### src/rtl/pipe_skid_stage_pkg.sv
// rtl/pipe_skid_stage_pkg.sv - shared constants and bundle type for the pipeline skid stage
package pipe_skid_stage_pkg;

  localparam int PKG_PC_W   = 64;
  localparam int PKG_INST_W = 32;
  localparam int PKG_REG_AW = 5;
  localparam int PKG_DATA_W = 64;
  localparam int PKG_SIDE_W = 8;

  // pc shown on the output while the stage holds a bubble
  localparam logic [PKG_PC_W-1:0] ZERO_PC = '0;

  // addi x0,x0,0 : canonical nop shown on the output while the stage holds a bubble
  localparam logic [31:0] NONE_INST = 32'h0000_0013;

  // writeback bundle at default widths; the stage itself packs the same fields flat
  // (pc in the msbs, side in the lsbs) so that widths stay parametrisable
  typedef struct packed {
    logic [PKG_PC_W-1:0]   pc;
    logic [PKG_INST_W-1:0] instr;
    logic                  w_ena;
    logic [PKG_REG_AW-1:0] w_addr;
    logic [PKG_DATA_W-1:0] w_data;
    logic [PKG_SIDE_W-1:0] side;
  } stage_bundle_t;

endpackage

### src/rtl/pipe_skid_entry.sv
// rtl/pipe_skid_entry.sv - single valid+payload register with load and clear
module pipe_skid_entry
  import pipe_skid_stage_pkg::*;
#(
  parameter int W = $bits(stage_bundle_t)
) (
  input  logic         clock,
  input  logic         reset,
  input  logic         load,
  input  logic         clear,
  input  logic [W-1:0] d,
  output logic         valid,
  output logic [W-1:0] q
);

  // clear wins over load; clear only drops valid so the payload keeps its last value
  always_ff @(posedge clock or negedge reset) begin
    if (!reset) begin
      valid <= 1'b0;
      q     <= '0;
    end else if (clear) begin
      valid <= 1'b0;
    end else if (load) begin
      valid <= 1'b1;
      q     <= d;
    end
  end

endmodule

### src/rtl/pipe_skid_stage.sv
// rtl/pipe_skid_stage.sv - valid/ready pipeline register with optional skid entry; PIPE_STAGE_PERF_EN adds stall/bubble counters
module pipe_skid_stage
  import pipe_skid_stage_pkg::*;
#(
  parameter int PC_W   = 64,
  parameter int INST_W = 32,
  parameter int REG_AW = 5,
  parameter int DATA_W = 64,
  parameter int SIDE_W = 8,
  parameter bit SKID   = 1'b1
) (
  input  logic              clock,
  input  logic              reset,
  input  logic              flush,
  input  logic              in_valid,
  output logic              in_ready,
  input  logic [PC_W-1:0]   in_pc,
  input  logic [INST_W-1:0] in_instr,
  input  logic              in_w_ena,
  input  logic [REG_AW-1:0] in_w_addr,
  input  logic [DATA_W-1:0] in_w_data,
  input  logic [SIDE_W-1:0] in_side,
  output logic              out_valid,
  input  logic              out_ready,
  output logic [PC_W-1:0]   out_pc,
  output logic [INST_W-1:0] out_instr,
  output logic              out_w_ena,
  output logic [REG_AW-1:0] out_w_addr,
  output logic [DATA_W-1:0] out_w_data,
  output logic [SIDE_W-1:0] out_side
`ifdef PIPE_STAGE_PERF_EN
  ,
  output logic [31:0]       perf_stall_cnt,
  output logic [31:0]       perf_bubble_cnt
`endif
);

  // flat bundle layout, lsb first: side, w_data, w_addr, w_ena, instr, pc
  localparam int SIDE_LO  = 0;
  localparam int DATA_LO  = SIDE_LO + SIDE_W;
  localparam int ADDR_LO  = DATA_LO + DATA_W;
  localparam int ENA_BIT  = ADDR_LO + REG_AW;
  localparam int INSTR_LO = ENA_BIT + 1;
  localparam int PC_LO    = INSTR_LO + INST_W;
  localparam int BW       = PC_LO + PC_W;

  logic [BW-1:0] in_bundle;
  logic [BW-1:0] main_d;
  logic [BW-1:0] main_q;
  logic [BW-1:0] skid_q;
  logic          main_valid;
  logic          skid_valid;
  logic          accept;
  logic          retire;
  logic          main_load;
  logic          main_clear;

  assign in_bundle = {in_pc, in_instr, in_w_ena, in_w_addr, in_w_data, in_side};

  // a beat offered during flush is dropped even when in_ready is high
  assign accept = in_valid & in_ready & ~flush;
  assign retire = main_valid & out_ready;

  // main refills from skid when draining TWO, otherwise from the input when it is free or retiring
  assign main_load  = (skid_valid & retire) | (accept & (~main_valid | retire));
  assign main_clear = flush | (retire & ~skid_valid & ~accept);
  assign main_d     = skid_valid ? skid_q : in_bundle;

  pipe_skid_entry #(.W(BW)) u_main (
    .clock (clock),
    .reset (reset),
    .load  (main_load),
    .clear (main_clear),
    .d     (main_d),
    .valid (main_valid),
    .q     (main_q)
  );

  if (SKID) begin : g_skid
    logic skid_load;
    logic skid_clear;

    // skid only catches a beat when main is held; in_ready is derived straight from a flop
    assign skid_load  = accept & main_valid & ~retire;
    assign skid_clear = flush | retire;
    assign in_ready   = ~skid_valid;

    pipe_skid_entry #(.W(BW)) u_skid (
      .clock (clock),
      .reset (reset),
      .load  (skid_load),
      .clear (skid_clear),
      .d     (in_bundle),
      .valid (skid_valid),
      .q     (skid_q)
    );
  end else begin : g_noskid
    assign skid_valid = 1'b0;
    assign skid_q     = '0;
    assign in_ready   = out_ready | ~main_valid;
  end

  // bubbles present a nop at pc zero; addr, data and side keep their last value
  assign out_valid  = main_valid;
  assign out_pc     = main_valid ? main_q[PC_LO +: PC_W]      : PC_W'(ZERO_PC);
  assign out_instr  = main_valid ? main_q[INSTR_LO +: INST_W] : INST_W'(NONE_INST);
  assign out_w_ena  = main_valid & main_q[ENA_BIT];
  assign out_w_addr = main_q[ADDR_LO +: REG_AW];
  assign out_w_data = main_q[DATA_LO +: DATA_W];
  assign out_side   = main_q[SIDE_LO +: SIDE_W];

`ifdef PIPE_STAGE_PERF_EN
  // free-running wrap-around counters, cleared only by reset
  always_ff @(posedge clock or negedge reset) begin
    if (!reset) begin
      perf_stall_cnt  <= '0;
      perf_bubble_cnt <= '0;
    end else begin
      if (main_valid & ~out_ready) perf_stall_cnt <= perf_stall_cnt + 32'd1;
      if (!main_valid) perf_bubble_cnt <= perf_bubble_cnt + 32'd1;
    end
  end
`endif

endmodule

### config.mk
export PLATFORM = sky130hd
export DESIGN_NAME = pipe_skid_stage
export DESIGN_NICKNAME = d
export VERILOG_FILES = /design/src/rtl/pipe_skid_stage_pkg.sv /design/src/rtl/pipe_skid_entry.sv /design/src/rtl/pipe_skid_stage.sv
export SDC_FILE = /design/constraint.sdc
export NUM_CORES = 1
export LEC_CHECK = 0
export ABC_AREA = 1
export CAP_MARGIN = 40
export CORE_MARGIN = 2
export CORE_UTILIZATION = 52
export DETAILED_ROUTE_END_ITERATION = 8
export PLACE_DENSITY = 0.81
export SLEW_MARGIN = 20
export SYNTH_ARGS = -nofsm -noshare
export SYNTH_HDL_FRONTEND = slang
export SYNTH_SLANG_ARGS = --single-unit
### constraint.sdc
create_clock -name clock -period 1.75 [get_ports clock]
set_input_delay 0.175 -clock clock [delete_from_list [all_inputs] [get_ports clock]]
set_output_delay 0.175 -clock clock [all_outputs]
set_load 0.01 [all_outputs]
# Word-level counts from Yosys, hierarchy flattened
# Index checks and enable logic that the tools add are counted.
totals:
  in_bits: 179
  out_inout_bits: 176
  reg_bits: 350
  elab_cells: 36
classes:
  n_reduce_logical: 4
  muxes: 7
  bitwise: 21
op_table:
  columns: ["cell", "n"]
  rows:
  - ["174-bit 2-to-1 mux", 1]
  - ["64-bit 2-to-1 mux", 1]
  - ["32-bit 2-to-1 mux", 1]
  - ["1-bit bitwise AND", 10]
  - ["1-bit NOT", 7]
  - ["1-bit 2-to-1 mux", 4]
  - ["1-bit OR", 4]
  - ["2-bit AND reduction", 2]
  - ["2-bit nonzero test", 2]

# Longest topological paths before layout
# Gate-level depths: netlist (run 1).
depth:
  depth_word: 8
  mapped_depth: 9
  depth_no_buf: 6

# By module
# Synthesis (run 1) repeated with hierarchy kept, for this count alone.
hier_totals:
  cells_unflattened: 2297
  hier_area_um2: 16832.4
modules_own_cells:
  columns: ["module", "area_each_um2", "cells_per_inst", "n_inst", "seq_area_each_um2"]
  rows:
  - ["pipe_skid_entry", 6862.8, 758, 2, 4379.2]
  - ["pipe_skid_stage", 3106.7, 781, 1, 0.0]

# Worst setup path before layout (run 1)
# No wires, ideal clock.
synth_path:
  kind: "register to register"
  from: "reg u_main.valid"
  to: "reg u_main.q[163]"
  setup_time_ns: 0.116
  setup_slack_ns: 0.324
  period_less_slack_ns: 1.426
  t_required_ns: 1.634
  stages_incl_launch_ff: 10
  t_arrival_ns: 1.310
  n_path_buf: 3
  path_cell_list: "dfrtp_1 buf_4 nand2_1 nand2_1 nand2_2 nand3_2 buf_4 buf_4 nand2_1 nand2_1"
synth_between:
  elab_chain_len: 6
  elab_cells_between_ends: 11
synth_lines:
  columns: ["element", "line_no", "source"]
  rows:
  - ["start, declared", "pipe_skid_entry.sv:12", "output logic valid,"]
  - ["start signal, assigned", "pipe_skid_entry.sv:19", "valid <= 1'b0;"]
  - ["start signal, assigned", "pipe_skid_entry.sv:22", "valid <= 1'b0;"]
  - ["start signal, assigned", "pipe_skid_entry.sv:24", "valid <= 1'b1;"]
  - ["1-bit bitwise AND", "pipe_skid_stage.sv:62", "assign retire = main_valid & out_ready;"]
  - ["1-bit bitwise AND (2 in a row)", "pipe_skid_stage.sv:66", "assign main_clear = flush | (retire & ~skid_valid & ~accept);"]
  - ["1-bit OR", "pipe_skid_stage.sv:66", null]
  - ["1-bit NOT (no line)", null, null]
  - ["2-bit AND reduction (no line) *", null, null]
  - ["end signal, assigned", "pipe_skid_entry.sv:20", "q <= '0;"]
  - ["end signal, assigned", "pipe_skid_entry.sv:25", "q <= d;"]
  - ["end, declared", "pipe_skid_entry.sv:13", "output logic [W-1:0] q"]
# Mark *: on every way between the ends. The rest lies on a longest branch, timed or not.
# A chain may end at the register's enable or synchronous reset.

# Final worst setup path (run 1)
layout_path:
  from: "reg u_main.valid"
  to: "reg u_main.q[21]"
# The elaborated chain is that of the path after synthesis.

==> results.sh, run 1 <==
export IMPL_max_vdd_ir_drop_mv=0.837
export IMPL_cp_required_ns=2.15
export IMPL_final_nets=2647
export IMPL_worst_pin_slew_ns=0.484
export IMPL_vias_per_cell=5.44
export IMPL_h_tree_depth=2
export IMPL_r2r_start="u_main.valid"
export IMPL_final_setup_worst_slack_ns=-0.125
export IMPL_cts_buffers=37
export IMPL_clockRootBuffer="clkbuf_16"
export IMPL_routedWlPerCell_um=17.9
export IMPL_gp_congestion=0.863
export IMPL_slew_viol_final=0
export IMPL_port_buffers=354
export IMPL_dp_hpwl_um=29300
export IMPL_crit_path_top_delay_cell="dfrtp_4"
export IMPL_pin_count=355
export IMPL_critPathMaxStageDelay_ns=0.52
export IMPL_start_kind="flip-flop"
export IMPL_rrSetupSlack_ns=-0.13
export IMPL_p_leak_nw=12.1
export IMPL_synthCells=2178
export IMPL_critPathMaxFanout=8
export IMPL_critical_path_endpoint="u_main.q[21]"
export IMPL_chipWidth_um=183
export IMPL_max_freq_mhz=533
export IMPL_fin_area_um2=23200
export IMPL_cp_common_cell="buf_6"
export IMPL_core_area_um2=31600
export IMPL_dpl_cell_area_um2=20400
export IMPL_cp_num_buf_inv=6
export IMPL_grt_overflow=0
export IMPL_start_util=0.530
export IMPL_relSlewSlack=0.678
export IMPL_num_vias=15800
export IMPL_synth_nets=2357
export IMPL_postRouteAntennaNets=0
export IMPL_outcome="complete, but fails checks"
export IMPL_fin_total_pwr_mw=26.4
export IMPL_tns_ns=-15.27
export IMPL_ys_ff_latch=350
export IMPL_drv_cap=0
export IMPL_placed_cells=2776
export IMPL_grt_pass1_wl_um=76500
export IMPL_clock_path_buffers=3
export IMPL_hold_violations=0
export IMPL_routed_wl_um=51800
export IMPL_timing_final_crit_share=1.07
export IMPL_ys_warn_count=0
export IMPL_instances_no_fill=2900
export IMPL_cp_cell_sequence="buf_8 -> buf_6 -> buf_6 -> nand2_4 -> buf_6 -> nand3_4 -> buf_12 -> buf_16 -> nand2_2 -> nand2_1"
export IMPL_remaining_drc_errors=0
export IMPL_syn2layout_area_growth_pct=38.4
export IMPL_grt_max_degree=164
export IMPL_synthDistinctLibCells=18
export IMPL_startpoint="u_main.valid"
export IMPL_grt_pass1_vias=15200
export IMPL_clkTransAtPathRegs_ns=0.06
export IMPL_min_period_ns=1.88
export IMPL_rows=65
export IMPL_clock_sinks=350
export IMPL_antenna_found_initial=2
export IMPL_crit_family="buffers and inverters"
export IMPL_hp_class="input port to asynchronous set/reset pin"
export IMPL_rr_worst_depth=10
export IMPL_violations="negative setup slack"
export IMPL_yosysSeqAreaShare=0.523
export IMPL_crit_type="flip-flop to flip-flop"
export IMPL_synth_area_um2=16800
export IMPL_endpoint_kind="flip-flop"
export IMPL_rsz0062_at_grt="yes"
export IMPL_fillers=2170
export IMPL_setup_viol=211
export IMPL_insertion_delay_ns=0.52
export IMPL_worstPathArrival_ns=2.28
export IMPL_cts_tree="yes"
export IMPL_drt_pass1_iter_count=7
export IMPL_drive_gt1_frac=0.190
export IMPL_grt_usage=0.283
export IMPL_dieArea_um2=33700
export IMPL_syn_area_per_cell_um2=7.69
export IMPL_worst_path_stages=10
export IMPL_fp_dieH_um=183
export IMPL_r2r_end="u_main.q[21]"
export IMPL_drt_iter0_drc=1266
export IMPL_skew_ns=0.00902
export IMPL_power_density_nw_per_um2=1140
-- synthesized netlist by cell type --
cell / instances / area (µm²)
inv_2: 2 / 7.51
nand2_1: 796 / 2990
inv_1: 273 / 1020
nor2_1: 1 / 3.75
buf_1: 4 / 15.0
nand3_4: 1 / 17.5
dfrtp_1: 350 / 8760
clkbuf_1: 52 / 195
nand3_1: 176 / 881
nand3_2: 2 / 20.0
buf_6: 2 / 22.5
or2_2: 3 / 18.8
o21ai_0: 331 / 1660
nand2_2: 1 / 6.26
buf_4: 87 / 653
a21oi_1: 1 / 5.00
o21ai_1: 19 / 95.1
buf_2: 77 / 385
-- what timing repair did --
| action | 4_1_cts | 5_1_grt |
|---|---|---|
| buffers inserted | 25 | 7 |
| gates resized for setup | 414 | 281 |
| cloned | 16 | 10 |
| pin swaps | 36 | 25 |
| endpoints found under the hold margin | 135 | 0 |
| hold buffers | 1 | 0 |
| endpoints found under the setup margin | 150 | 350 |
-- layout make-up --
class,instances,area [µm²],share of cell area
clock inverters,15,190,0.00820
inverters,275,1030,0.0445
multi-input cells,1331,6380,0.275
diodes,3,7.51,0.000324
well taps,402,503,0.0217
repair buffers,473,5210,0.225
flip-flops and latches,350,8770,0.378
clock buffers,51,1100,0.0475
-- metal layers --
| layer | vias up | global-route usage | share of wire |
|---|---|---|---|
| met5 | - | 0 | 0 |
| met2 | 812 | 0.477 | 0.49 |
| met1 | 7528 | 0.347 | 0.37 |
| met4 | 0 | 0.156 | 0.059 |
| met3 | 209 | 0.0483 | 0.077 |
| li1 | 7236 | - | - |
-- stage by stage --
stage / worst slack [ns] / utilization / hold slack (ns)
floorplan: 0.324 / - / -0.121
global placement: -0.0142 / 0.646 / 0.132
detailed placement: -0.0822 / 0.646 / 0.128
CTS: -0.149 / 0.707 / 0.161
global route: -0.168 / 0.733 / 0.201
finish: -0.125 / 0.733 / 0.169
-- registers in the layout, indices dropped and copies added, names as in the netlist --
name and cells:
u_main.q 174, g_skid.u_skid.valid 1, u_main.valid 1, g_skid.u_skid.q 174
-- power breakdown --
part / switching, mW / internal [mW]
logic: 3.14 / 3.11
registers: 1.52 / 10.3
clock network: 3.29 / 5.00
total: 7.96 / 18.4
-- how the worst min path moves through the flow --
stage,startpoint,to,slack (ns),depth (start not counted)
2_1_floorplan,reset,g_skid.u_skid.q[0],-0.12,0
4_1_cts,reset,g_skid.u_skid.q[13],0.16,2
3_3_place_gp,reset,g_skid.u_skid.q[124],0.13,1
3_5_place_dp,reset,g_skid.u_skid.q[126],0.13,1
6_report,reset,g_skid.u_skid.q[126],0.17,2
5_1_grt,reset,g_skid.u_skid.q[129],0.20,2
-- cell usage in the layout (no fill, tap or decap), drive strengths merged --
| cell | n |
|---|---|
| nand3 | 179 |
| o21ai | 350 |
| clkinv | 7 |
| clkinvlp | 3 |
| dfrtp | 350 |
| dlygate4sd2 | 1 |
| diode | 3 |
| dlygate4sd3 | 1 |
| buf | 187 |
| or2 | 3 |
| clkdlybuf4s50 | 254 |
| nand2 | 797 |
| nor2 | 1 |
| bufinv | 4 |
| inv | 276 |
| a21oi | 1 |
| clkdlybuf4s15 | 1 |
| clkbuf | 80 |
-- cell families (layout without fill, tap and decap cells) --
family,Yosys count,in the layout,synth area share
AO/OA/AOI/OAI,351,351,0.105
flip-flops,350,350,0.523
other,0,3,0
buffers and inverters,497,814,0.137
AND/OR/NAND/NOR,980,980,0.235
No activity file was read; power rests on OpenSTA's default activity.
==> inputs of run 2 (changes only) <==
--- a/config.mk
+++ b/config.mk
@@ -10,6 +10,7 @@
 export CORE_MARGIN = 2
 export CORE_UTILIZATION = 52
 export DETAILED_ROUTE_END_ITERATION = 8
+export MAX_ROUTING_LAYER = met4
 export PLACE_DENSITY = 0.81
 export SLEW_MARGIN = 20
 export SYNTH_ARGS = -nofsm -noshare
==> results.sh, run 2 (synthesis gave the netlist of run 1 again) <==
export IMPL_outcome="complete, but fails checks"
export IMPL_violations="negative setup slack"
export IMPL_fin_total_pwr_mw=26.4
export IMPL_hold_violations=0
export IMPL_vias_per_cell=5.43
export IMPL_rsz0062_at_grt="yes"
export IMPL_drt_pass1_iter_count=5
export IMPL_clock_sinks=350
export IMPL_remaining_drc_errors=0
export IMPL_cp_required_ns=1.57
export IMPL_fillers=2147
export IMPL_setup_viol=221
export IMPL_rows=65
export IMPL_insertion_delay_ns=0.52
export IMPL_worstPathArrival_ns=1.69
export IMPL_final_common_cell="nand2_1"
export IMPL_crit_type="flip-flop to primary output"
export IMPL_clockRootBuffer="clkbuf_16"
export IMPL_relSlewSlack=0.645
export IMPL_start_kind="flip-flop"
export IMPL_p_int_mw=18.4
export IMPL_routedWlPerCell_um=17.8
export IMPL_clock_path_buffers=3
export IMPL_p_seq_frac=0.448
export IMPL_slew_viol_final=0
export IMPL_core_area_um2=31600
export IMPL_reg_largest_list="g_skid.u_skid.q x174, u_main.q x174"
export IMPL_grt_usage=0.292
export IMPL_timing_final_crit_share=1.06
export IMPL_clkTransAtPathRegs_ns=0.06
export IMPL_gp_congestion=0.877
export IMPL_drv_cap=0
export IMPL_comb_power_share=0.238
export IMPL_skew_ns=0.0102
export IMPL_drive_gt1_frac=0.192
export IMPL_grt_overflow=0
export IMPL_p_leak_nw=12.1
export IMPL_final_setup_worst_slack_ns=-0.112
export IMPL_p_sw_mw=7.95
export IMPL_routed_wl_um=51700
export IMPL_h_tree_depth=2
export IMPL_grt_pass1_vias=15200
export IMPL_worst_pin_slew_ns=0.532
export IMPL_cts_tree="yes"
export IMPL_power_share_clock=0.314
export IMPL_drt_iter0_drc=1310
export IMPL_regArea_um2=8770
export IMPL_syn2layout_area_growth_pct=38.7
export IMPL_max_freq_mhz=537
export IMPL_hp_class="input port to asynchronous set/reset pin"
export IMPL_swShare=0.302
export IMPL_num_vias=15700
export IMPL_dp_hpwl_um=29300
export IMPL_dpl_cell_area_um2=20400
export IMPL_pin_count=355
export IMPL_fp_dieH_um=183
export IMPL_antenna_found_initial=2
export IMPL_r2r_end="u_main.q[141]"
export IMPL_chipWidth_um=183
export IMPL_power_density_nw_per_um2=1130
export IMPL_post_place_ws_ns=-0.0822
export IMPL_max_vdd_ir_drop_mv=0.841
export IMPL_mostFrequentLayoutCells="nand2_1 (656), dfrtp_1 (348), o21ai_0 (330)"
export IMPL_grt_pass1_wl_um=76500
export IMPL_port_buffers=354
export IMPL_min_period_ns=1.86
export IMPL_endpoint_kind="primary output"
export IMPL_start_util=0.530
export IMPL_r2r_start="u_main.valid"
export IMPL_multi_input_area_um2=6380
export IMPL_rrSetupSlack_ns=-0.11
export IMPL_fin_area_um2=23200
export IMPL_final_nets=2648
export IMPL_critPathMaxFanout=3
export IMPL_postRouteAntennaNets=0
export IMPL_grt_max_degree=164
export IMPL_cts_buffers=37
export IMPL_holdWs_ns=0.176
export IMPL_rr_worst_depth=9
export IMPL_dieArea_um2=33700
-- run 2: changes by cell type in the layout (fill, tap and decap cells not counted), sizes merged --
cell / previous run / this run
clkdlybuf4s15: 1 / 0
clkbuf: 80 / 82
-- run 2: cell type report --
type | count | area share
antenna | 3 | 0.000323
clock buffer | 51 | 0.0474
clock inverter | 15 | 0.00818
inverter | 275 | 0.0444
multi-input combinational | 1331 | 0.274
sequential | 350 | 0.377
tap | 402 | 0.0216
timing repair buffer | 474 | 0.226
-- run 2: power groups by stage --
stage	sequential (mW)	combinational, mW	clock (mW)
after floorplan	11.3	3.39	0
after global placement	11.6	5.23	0
after detailed placement	11.7	5.45	0
after CTS	11.6	5.78	8.38
after global routing	12.0	6.92	8.70
final	11.8	6.27	8.28
-- run 2: how the worst max path moves through the flow --
stage | cells past startpoint | end | from
6_report | 6 | out_instr[1] | u_main.valid
5_1_grt | 10 | u_main.q[21] | u_main.valid
4_1_cts | 5 | out_pc[28] | u_main.valid
3_5_place_dp | 7 | g_skid.u_skid.q[6] | flush
3_3_place_gp | 7 | g_skid.u_skid.q[36] | flush
2_1_floorplan | 9 | u_main.q[163] | u_main.valid
-- run 2: critical path, cell delays in order (launching register included) --
cell and delay (ns):
dfrtp_4 0.46, buf_12 0.15, buf_6 0.11, buf_6 0.08, inv_2 0.03, or2_4 0.22
buf_6 0.12
-- run 2: per-layer routing --
metal,part of all wire,up-vias,GRT usage
met2,0.49,754,0.477
li1,-,7254,-
met4,0.060,0,0.154
met1,0.38,7522,0.353
met3,0.070,214,0.0422
met5,0,-,-
-- run 2: timing repair --
action / CTS / global route
setup buffers: 25 / 7
pin swaps: 36 / 28
gates resized for setup: 414 / 289
hold endpoints to repair: 135 / 0
gates cloned: 16 / 11
setup endpoints to repair: 150 / 348
hold buffers: 1 / 0
-- run 2: stage by stage --
stage	std cells	TNS, ns	utilization
finish	2901	-12.77	0.735
floorplan	2178	0	-
CTS	2884	-8.54	0.707
global route	2900	-28.29	0.735
detailed placement	2776	-1.98	0.646
global placement	2776	-0.160	0.646
